[src/rtl/ysyx_mem_arb_pkg.sv]
// ============================================================================
// Module   : ysyx_mem_arb_pkg
// Brief    : Shared types and constants for the IFU/LSU memory bus arbiter.
// Revision : 1.0 - initial release
// ============================================================================
`default_nettype none

package ysyx_mem_arb_pkg;

    typedef enum logic [1:0] {
        IDLE = 2'd0,
        REQ  = 2'd1,
        WAIT = 2'd2,
        RESP = 2'd3
    } arb_state_t;

    typedef enum logic {
        OWN_IFU = 1'b0,
        OWN_LSU = 1'b1
    } arb_owner_t;

    localparam int unsigned TIMEOUT_W_DEFAULT = 8;
    // Terminal watchdog count for the default counter width.
    localparam int unsigned WDOG_TERM_DEFAULT = (1 << TIMEOUT_W_DEFAULT) - 1;

endpackage

`default_nettype wire

[src/rtl/ysyx_mem_arb_pick.sv]
// ============================================================================
// Module   : ysyx_mem_arb_pick
// Brief    : Combinational grant selection between IFU and LSU requests.
//            Fixed LSU priority by default; YSYX_MEM_ARB_RR_EN selects
//            round-robin on ties using the last owner.
// Revision : 1.0 - initial release
// ============================================================================
`default_nettype none

module ysyx_mem_arb_pick
    import ysyx_mem_arb_pkg::*;
(
    input  logic ifu_avalid,
    input  logic lsu_avalid,
`ifdef YSYX_MEM_ARB_RR_EN
    input  logic last_owner,
`endif
    output logic grant_valid,
    output logic grant_owner
);

    always_comb begin
        grant_valid = ifu_avalid | lsu_avalid;
        grant_owner = OWN_IFU;
        if (ifu_avalid && lsu_avalid) begin
`ifdef YSYX_MEM_ARB_RR_EN
            grant_owner = (last_owner == OWN_LSU) ? OWN_IFU : OWN_LSU;
`else
            grant_owner = OWN_LSU;
`endif
        end else if (lsu_avalid) begin
            grant_owner = OWN_LSU;
        end
    end

endmodule

`default_nettype wire

[src/rtl/ysyx_mem_arb.sv]
// ============================================================================
// Module   : ysyx_mem_arb
// Brief    : Shares one memory bus port between IFU fetch and LSU load/store,
//            with a watchdog bounding every transaction.
//            Optional macro YSYX_MEM_ARB_RR_EN enables round-robin arbitration.
// Revision : 1.0 - initial release
// ============================================================================
`default_nettype none

module ysyx_mem_arb
    import ysyx_mem_arb_pkg::*;
#(
    parameter int BIT_W     = 32,
    parameter int TIMEOUT_W = TIMEOUT_W_DEFAULT
) (
    input  logic               clk,
    input  logic               rst,
    input  logic               ifu_avalid,
    input  logic [BIT_W-1:0]   ifu_addr,
    output logic [BIT_W-1:0]   ifu_rdata,
    output logic               ifu_rvalid,
    output logic               ifu_err,
    input  logic               lsu_avalid,
    input  logic [BIT_W-1:0]   lsu_addr,
    input  logic               lsu_ren,
    input  logic               lsu_wen,
    input  logic [BIT_W-1:0]   lsu_wdata,
    input  logic [BIT_W/8-1:0] lsu_wstrb,
    output logic [BIT_W-1:0]   lsu_rdata,
    output logic               lsu_rvalid,
    output logic               lsu_wready,
    output logic               lsu_err,
    output logic               bus_valid,
    output logic [BIT_W-1:0]   bus_addr,
    output logic               bus_wen,
    output logic [BIT_W-1:0]   bus_wdata,
    output logic [BIT_W/8-1:0] bus_wstrb,
    input  logic               bus_ready,
    input  logic               bus_rvalid,
    input  logic               bus_bvalid,
    input  logic [BIT_W-1:0]   bus_rdata,
    input  logic               bus_err
);

    localparam int STRB_W = BIT_W / 8;
    localparam logic [TIMEOUT_W-1:0] WDOG_TERM = {TIMEOUT_W{1'b1}};
    localparam logic [TIMEOUT_W-1:0] WDOG_ONE  = {{(TIMEOUT_W-1){1'b0}}, 1'b1};

    arb_state_t           state_q, state_d;
    arb_owner_t           owner_q, owner_d;
    logic [BIT_W-1:0]     addr_q,  addr_d;
    logic [BIT_W-1:0]     wdata_q, wdata_d;
    logic [BIT_W-1:0]     rdata_q, rdata_d;
    logic [STRB_W-1:0]    wstrb_q, wstrb_d;
    logic                 wen_q,   wen_d;
    logic                 err_q,   err_d;
    logic [TIMEOUT_W-1:0] wdog_q,  wdog_d;

    logic grant_valid;
    logic grant_owner;
    logic resp_hit;
    logic wdog_fire;
    logic resp_ifu;
    logic resp_lsu;

`ifdef YSYX_MEM_ARB_RR_EN
    arb_owner_t last_owner_q, last_owner_d;

    always_comb begin
        last_owner_d = last_owner_q;
        if (state_q == RESP) begin
            last_owner_d = owner_q;
        end
    end

    always_ff @(posedge clk or posedge rst) begin
        if (rst) begin
            last_owner_q <= OWN_LSU;
        end else begin
            last_owner_q <= last_owner_d;
        end
    end

    ysyx_mem_arb_pick u_pick (
        .ifu_avalid  (ifu_avalid),
        .lsu_avalid  (lsu_avalid),
        .last_owner  (last_owner_q),
        .grant_valid (grant_valid),
        .grant_owner (grant_owner)
    );
`else
    ysyx_mem_arb_pick u_pick (
        .ifu_avalid  (ifu_avalid),
        .lsu_avalid  (lsu_avalid),
        .grant_valid (grant_valid),
        .grant_owner (grant_owner)
    );
`endif

    // Only the response kind matching the latched direction completes a beat.
    assign resp_hit  = wen_q ? bus_bvalid : bus_rvalid;
    assign wdog_fire = (wdog_q == WDOG_TERM);

    always_comb begin
        state_d = state_q;
        owner_d = owner_q;
        addr_d  = addr_q;
        wdata_d = wdata_q;
        wstrb_d = wstrb_q;
        wen_d   = wen_q;
        rdata_d = rdata_q;
        err_d   = err_q;
        wdog_d  = wdog_q;
        case (state_q)
            IDLE: begin
                wdog_d = '0;
                if (grant_valid) begin
                    owner_d = arb_owner_t'(grant_owner);
                    state_d = REQ;
                    if (grant_owner == OWN_LSU) begin
                        addr_d  = lsu_addr;
                        wen_d   = lsu_wen;
                        wdata_d = lsu_wdata;
                        wstrb_d = lsu_wstrb;
                    end else begin
                        addr_d  = ifu_addr;
                        wen_d   = 1'b0;
                        wdata_d = '0;
                        wstrb_d = '0;
                    end
                end
            end
            REQ: begin
                wdog_d = wdog_q + WDOG_ONE;
                if (bus_ready && resp_hit) begin
                    rdata_d = bus_rdata;
                    err_d   = bus_err;
                    state_d = RESP;
                end else if (wdog_fire) begin
                    rdata_d = '0;
                    err_d   = 1'b1;
                    state_d = RESP;
                end else if (bus_ready) begin
                    state_d = WAIT;
                end
            end
            WAIT: begin
                wdog_d = wdog_q + WDOG_ONE;
                if (resp_hit) begin
                    rdata_d = bus_rdata;
                    err_d   = bus_err;
                    state_d = RESP;
                end else if (wdog_fire) begin
                    rdata_d = '0;
                    err_d   = 1'b1;
                    state_d = RESP;
                end
            end
            RESP: begin
                wdog_d  = '0;
                state_d = IDLE;
            end
            default: begin
                state_d = IDLE;
            end
        endcase
    end

    always_ff @(posedge clk or posedge rst) begin
        if (rst) begin
            state_q <= IDLE;
            owner_q <= OWN_IFU;
            addr_q  <= '0;
            wdata_q <= '0;
            wstrb_q <= '0;
            wen_q   <= 1'b0;
            rdata_q <= '0;
            err_q   <= 1'b0;
            wdog_q  <= '0;
        end else begin
            state_q <= state_d;
            owner_q <= owner_d;
            addr_q  <= addr_d;
            wdata_q <= wdata_d;
            wstrb_q <= wstrb_d;
            wen_q   <= wen_d;
            rdata_q <= rdata_d;
            err_q   <= err_d;
            wdog_q  <= wdog_d;
        end
    end

    assign bus_valid = (state_q == REQ);
    assign bus_addr  = addr_q;
    assign bus_wen   = wen_q;
    assign bus_wdata = wdata_q;
    assign bus_wstrb = wstrb_q;

    assign resp_ifu = (state_q == RESP) && (owner_q == OWN_IFU);
    assign resp_lsu = (state_q == RESP) && (owner_q == OWN_LSU);

    assign ifu_rvalid = resp_ifu;
    assign ifu_rdata  = resp_ifu ? rdata_q : '0;
    assign ifu_err    = resp_ifu & err_q;
    assign lsu_rvalid = resp_lsu & ~wen_q;
    assign lsu_wready = resp_lsu & wen_q;
    assign lsu_rdata  = resp_lsu ? rdata_q : '0;
    assign lsu_err    = resp_lsu & err_q;

`ifndef SYNTHESIS
    // A request with both load and store set is executed as a store.
    ren_wen_excl_a: assert property (@(posedge clk) disable iff (rst)
        !(lsu_avalid && lsu_ren && lsu_wen));
`endif

endmodule

`default_nettype wire

[config.mk]
export PLATFORM = sky130hd
export DESIGN_NAME = ysyx_mem_arb
export DESIGN_NICKNAME = d
export VERILOG_FILES = /design/src/rtl/ysyx_mem_arb_pkg.sv /design/src/rtl/ysyx_mem_arb_pick.sv /design/src/rtl/ysyx_mem_arb.sv
export SDC_FILE = /design/constraint.sdc
export NUM_CORES = 1
export LEC_CHECK = 0
export BUFFER_PORTS_ARGS = -buffer_cell sky130_fd_sc_hd__buf_2
export CORE_AREA = 2 2 135 137
export DETAILED_ROUTE_END_ITERATION = 8
export DIE_AREA = 0 0 137 139
export SLEW_MARGIN = 30
export SYNTH_ARGS = -nofsm -noshare
export SYNTH_HDL_FRONTEND = slang
export SYNTH_SLANG_ARGS = --single-unit
[constraint.sdc]
create_clock -name clk -period 5.2 [get_ports clk]
set_clock_uncertainty 0.1 [all_clocks]
set_input_delay 1.04 -clock clk [delete_from_list [all_inputs] [get_ports clk]]
set_output_delay 1.04 -clock clk [all_outputs]
set_load 0.03 [all_outputs]
==> out/metrics.cfg, run 1 <==
[place]
gp_congestion=0.7170
placed_area_mm2=0.006743
hpwl_mm=10.44
dp_cells=994
portBuffers=279

[power_and_ir_drop]
ir_drop_mv=0.3446
total_power_w=0.004833
p_leak_nw=4.253
power_frac_clock=0.249
switchingPower_w=0.002071
cellPowerDensity_mw_per_mm2=654.4
p_seq_frac=0.316
swShare=0.4286
internal-power_w=0.002762
comb_power_share=0.435

[floorplan]
start_util=0.2939
dieArea_mm2=0.01904
die_h_um=139
rows=49
boundaryPins=281
die_x_um=137
coreArea_mm2=0.01766

[setup_path]
arrival_ns=2.27
r2r_slack_ns=2.59
reg2reg_depth=6
crit_required_ns=4.06
critPathLaunchType=flip-flop
cp_max_fo=35
end_kind=output port
r2r-start=state_q[0]
crit_type=flip-flop to output port
r2r-end=bus_addr[19]

[grt]
grt_max_degree=73
track_usage=0.1571
antenna_found_initial=0
grt_pass1_vias=4437
grt_pass1_wl_mm=23.13
grt_overflow=0

[clock_tree]
cts_max_level=4
worstSkewPairLatency_ns=0.41
cts-resized-gates=0
clock-sinks=113
hold_buffers=0
cts_buffers=17
cts_root_buf=clkbuf_16
post_cts_buffers=0
clkTransAtPathRegs_ns=0.05
clockBufferDepth=2
cts_tree=done

[logic_synthesis]
synth_top_cell_by_area=dfrtp_1
ys_seq_area_frac=0.5450
syn_avg_cell_area_um2=9.998
ys_seq_elements=113
synth.area.top_cells=dfrtp_1 (54%), nand2_1 (8.2%), mux2i_1 (6.2%), a22o_1 (5.4%), and2_1 (4.7%)
synth_cells=519
netlist.area_leader.share=0.5450
synth_warnings=0
yosysUniqueCellTypes=32
synthesis.nets=666
syn_area_mm2=0.005189

[layout]
final_area_mm2=0.007386
fin_cells=1024
layout-drive-gt1-share=0.4113
nets=932
n_fill_cell=1774
synthToLayoutAreaGrowth_pct=42.34
layout_common_cells=buf_2 (278), nand2_1 (114), dfrtp_1 (112)
diodes=0
final_common_cell=buf_2

[drt]
drt_wl_total_mm=14.71
vias=4639
firstDrtPassIters=5
drtAntennaViolNets=0
drt_iter0_drc=144
drc=0
wire_per_inst_um=14.37
vias_per_cell=4.530

[sta]
tns_ns=0
rsz0062_at_grt=false
setup_viol_count_final=0
relSlewSlack=0.3856
tightest_slew_ns=0.9217
whs_ns=0.3510
hold_viol=0
min_period_over_period=0.6564
slew_violations=0
fmax_mhz=293.0
period_minus_slack_ns=3.413

[hold_path]
hold_start=wdog_q[0]
hold_end=wdog_q[0]
hold_path.class=flip-flop to flip-flop
whs_path_depth=1

[run_status]
status=finished clean

[flow_run]
maxCapViolCount=0

==> critical path: stages (launching register included) <==
cell and delay, ns:
dfrtp_1 0.41, ha_2 0.58, nor2b_1 0.20, buf_4 0.28
and2_1 0.18, buf_2 0.19
==> logic make-up after synthesis <==
group,synth area share
and+or+nand+nor,0.2284
DFF,0.5450
AOI/OAI and AO/OA,0.09742
buffers and inverters,0.04220
muxes,0.06655
xor gates and xnor gates,0.008441
adders and majority gates,0.01206
==> metrics by stage <==
| stage | worst slack, ns | utilization |
|---|---|---|
| after floorplan | 1.073 | - |
| after global placement | 1.911 | 0.3819 |
| after detailed placement | 1.840 | 0.3819 |
| after CTS | 1.389 | 0.4165 |
| after global routing | 1.629 | 0.4183 |
| final | 1.787 | 0.4183 |
==> layer usage <==
metal  GRT usage  vias to the layer above  wire length (µm)
met2      0.2590                      196              7042
met4     0.06457                        0               281
met3     0.04349                       19              1229
li1            -                     2295                 -
met1      0.1925                     2129              6159
met5           0                        -                 0
==> synthesized netlist by cell type <==
cell / n
a2111oi_0: 1
a211oi_1: 1
a21boi_0: 1
a21oi_1: 1
a22o_1: 32
a22oi_1: 1
and2_1: 39
and3_1: 36
buf_2: 13
buf_4: 3
buf_6: 3
clkbuf_1: 21
dfrtp_1: 113
ha_1: 5
inv_1: 5
mux2_2: 1
mux2i_1: 32
mux2i_2: 1
nand2_1: 114
nand3_1: 38
nand3_2: 1
nor2_1: 6
nor2_2: 1
nor2b_1: 4
nor3_1: 1
nor3_4: 1
o21ai_0: 36
o21ai_2: 1
or2_2: 1
or3_1: 1
xnor2_1: 3
xor2_1: 2
==> power by group through the flow <==
| stage | combinational, W | clock [W] | sequential [W] |
|---|---|---|---|
| floorplan | 0.00109 | 0 | 0.00194 |
| global placement | 0.00211 | 0 | 0.00152 |
| detailed placement | 0.00213 | 0 | 0.00153 |
| CTS | 0.00213 | 0.00124 | 0.00153 |
| global route | 0.00231 | 0.00128 | 0.00159 |
| finish | 0.00210 | 0.00120 | 0.00153 |
==> state kept, by name, indices dropped and copies added (netlist names) <==
register   cells
state_q        2
owner_q        1
rdata_q       32
bus_wstrb      4
bus_addr      32
err_q          1
wdog_q         8
bus_wdata     32
bus_wen        1
==> cell type report <==
class                   count  area, µm²  area share
clock inverters             5      100.1     0.01355
repair buffers            287       1479      0.2002
clock buffers              24      511.7     0.06929
inverters                   5      21.27    0.002880
multi-input cells         361       2158      0.2922
well taps                 229      286.5     0.03879
flip-flops and latches    113       2829      0.3830
==> how the worst max path moves through the flow <==
stage | to | cells past startpoint | start | slack [ns]
finish | ifu_rdata[15] | 5 | state_q[0] | 1.79
global route | ifu_rdata[15] | 5 | state_q[0] | 1.63
CTS | ifu_rdata[15] | 5 | state_q[0] | 1.39
detailed placement | ifu_rdata[15] | 5 | state_q[0] | 1.84
global placement | ifu_rdata[15] | 5 | state_q[0] | 1.91
floorplan | bus_addr[0] | 1 | rst | 1.07
(Power assumes the default switching activity.)
==> inputs of run 2 (changes only) <==
clock period = 3.3 ns   (was 5.2 ns; I/O delays follow)
==> out/metrics.cfg, run 2 (synthesis results as in run 1) <==
[run_status]
status=finished clean

[layout]
synthToLayoutAreaGrowth_pct=42.18
diodes=0  ; unchanged
nets=934  ; +0.21%
final_common_cell=buf_2
layout-drive-gt1-share=0.4100  ; -0.001321
layout_common_cells=buf_2 (278), nand2_1 (114), dfrtp_1 (113)

[setup_path]
cp_max_fo=34  ; -2.9%
slowest_delay_ns=0.41  ; -0.17 ns
arrival_ns=1.84  ; -0.43 ns
crit_path_cell_trace=ha_1, nor2b_1, buf_4, and2_1, buf_2
crit_type=flip-flop to output port
critPathLaunchType=flip-flop
end_kind=output port
crit_required_ns=2.54  ; -1.52 ns
crit_slowest_cell=dfrtp_1

[place]
portBuffers=279  ; unchanged
place_ws_ns=1.043  ; -0.7961 ns
gp_congestion=0.7186  ; +0.22%
hpwl_mm=10.61  ; +1.6%

[clock_tree]
cts_tree=done
clock-sinks=113  ; unchanged
clockBufferDepth=2  ; unchanged
post_cts_buffers=0  ; unchanged
cts-resized-gates=0  ; unchanged
clkTransAtPathRegs_ns=0.05  ; about the same
cts_root_buf=clkbuf_16
worstSkewPairLatency_ns=0.40  ; about the same
cts_max_level=4  ; unchanged
hold_buffers=0  ; unchanged
cts_buffers=17  ; unchanged

[floorplan]
rows=49  ; unchanged
die_x_um=137  ; unchanged
boundaryPins=281  ; unchanged
start_util=0.2939  ; unchanged
die_h_um=139  ; unchanged
dieArea_mm2=0.01904  ; unchanged
coreArea_mm2=0.01766  ; unchanged

[grt]
antenna_found_initial=0  ; unchanged
grt_pass1_vias=4496  ; +1.3%
grt_max_degree=114  ; +56%
grt_overflow=0  ; unchanged
track_usage=0.1566  ; -0.0005619
grt_pass1_wl_mm=23.13  ; unchanged

[sta]
slew_violations=0  ; unchanged
tns_ns=0  ; unchanged
min_period_over_period=0.7868
relSlewSlack=0.5176  ; +0.1320
period_minus_slack_ns=2.596
setup_viol_count_final=0  ; unchanged
hold_viol=0  ; unchanged
rsz0062_at_grt=false
whs_ns=0.2649  ; -0.08608 ns
fmax_mhz=385.1
tightest_slew_ns=0.7236  ; -0.1980 ns
setup_ws_ns=0.7035  ; -1.083 ns

[drt]
drtAntennaViolNets=0  ; unchanged
wire_per_inst_um=14.55  ; +1.3%
firstDrtPassIters=4  ; -1
drt_iter0_drc=192  ; +33%
vias_per_cell=4.497  ; -0.74%
drc=0  ; unchanged
vias=4627  ; -0.26%
drt_wl_total_mm=14.97  ; +1.8%

[hold_path]
hold_path.class=input port to asynchronous set/reset pin

[power_and_ir_drop]
cellPowerDensity_mw_per_mm2=1028  ; +57%
p_leak_nw=4.244  ; -0.21%
ir_drop_mv=0.4293  ; +25%
total_power_w=0.007586  ; +57%

[flow_run]
maxCapViolCount=0  ; unchanged

==> run 2: cell count changes in the layout (fill, tap and decap cells not counted), sizes merged <==
cell | before | now
clkbuf | 24 | 22
clkinv | 2 | 5
clkinvlp | 0 | 3
buf | 287 | 289
inv | 5 | 4
==> run 2: power breakdown <==
part	internal [W]	switching, W	total, W	leakage, nW
clock network	0.00122	0.000617	0.00184	0.290
registers	0.00200	0.000359	0.00236	1.42
logic	0.00107	0.00232	0.00339	2.53
==> run 2: worst paths after layout <==
path	startpoint	to	slack (ns)	cells past startpoint
max	state_q[0]	ifu_rdata[11]	0.70	5
min	rst	bus_addr[23]	0.26	3
max reg2reg	state_q[0]	rdata_q[13]	1.22	5
min reg2reg	bus_wdata[29]	bus_wdata[29]	0.36	2
max in group asynchronous	rst	rdata_q[0]	2.25	3
min in group clk	bus_wdata[29]	bus_wdata[29]	0.36	2
==> run 2: stage by stage <==
step | instance area [µm²] | cells | utilization
6_report | 7377 | 1029 | 0.4178
5_1_grt | 7377 | 1029 | 0.4178
4_1_cts | 7377 | 1029 | 0.4178
3_5_place_dp | 6779 | 997 | 0.3839
3_3_place_gp | 6779 | 997 | 0.3839
2_1_floorplan | 5192 | 519 | -
==> run 2: worst max-delay path, delay by kind of cell (launching register included) <==
kind	cells	cell delay (ns)
fa+ha+maj	1	0.18
buf+inv	2	0.49
flops	1	0.41
simple gates	2	0.34
==> run 2: final cells by class <==
type / instances / area (µm²)
Clock inverter: 10 / 133.9
Timing Repair Buffer: 289 / 1486
Sequential cell: 113 / 2828
Tap cell: 229 / 286.5
Multi-Input combinational cell: 361 / 2156
Fill cell: 1774 / 10280
Inverter: 5 / 22.52
Clock buffer: 22 / 464.2
==> run 2: per-layer routing <==
| layer | vias to the layer above | GRT usage | routed length (µm) |
|---|---|---|---|
| li1 | 2304 | - | - |
| met1 | 2107 | 0.1828 | 6280 |
| met2 | 195 | 0.2673 | 7190 |
| met3 | 21 | 0.04496 | 1169 |
| met4 | 0 | 0.06348 | 333 |
| met5 | - | 0 | 0 |
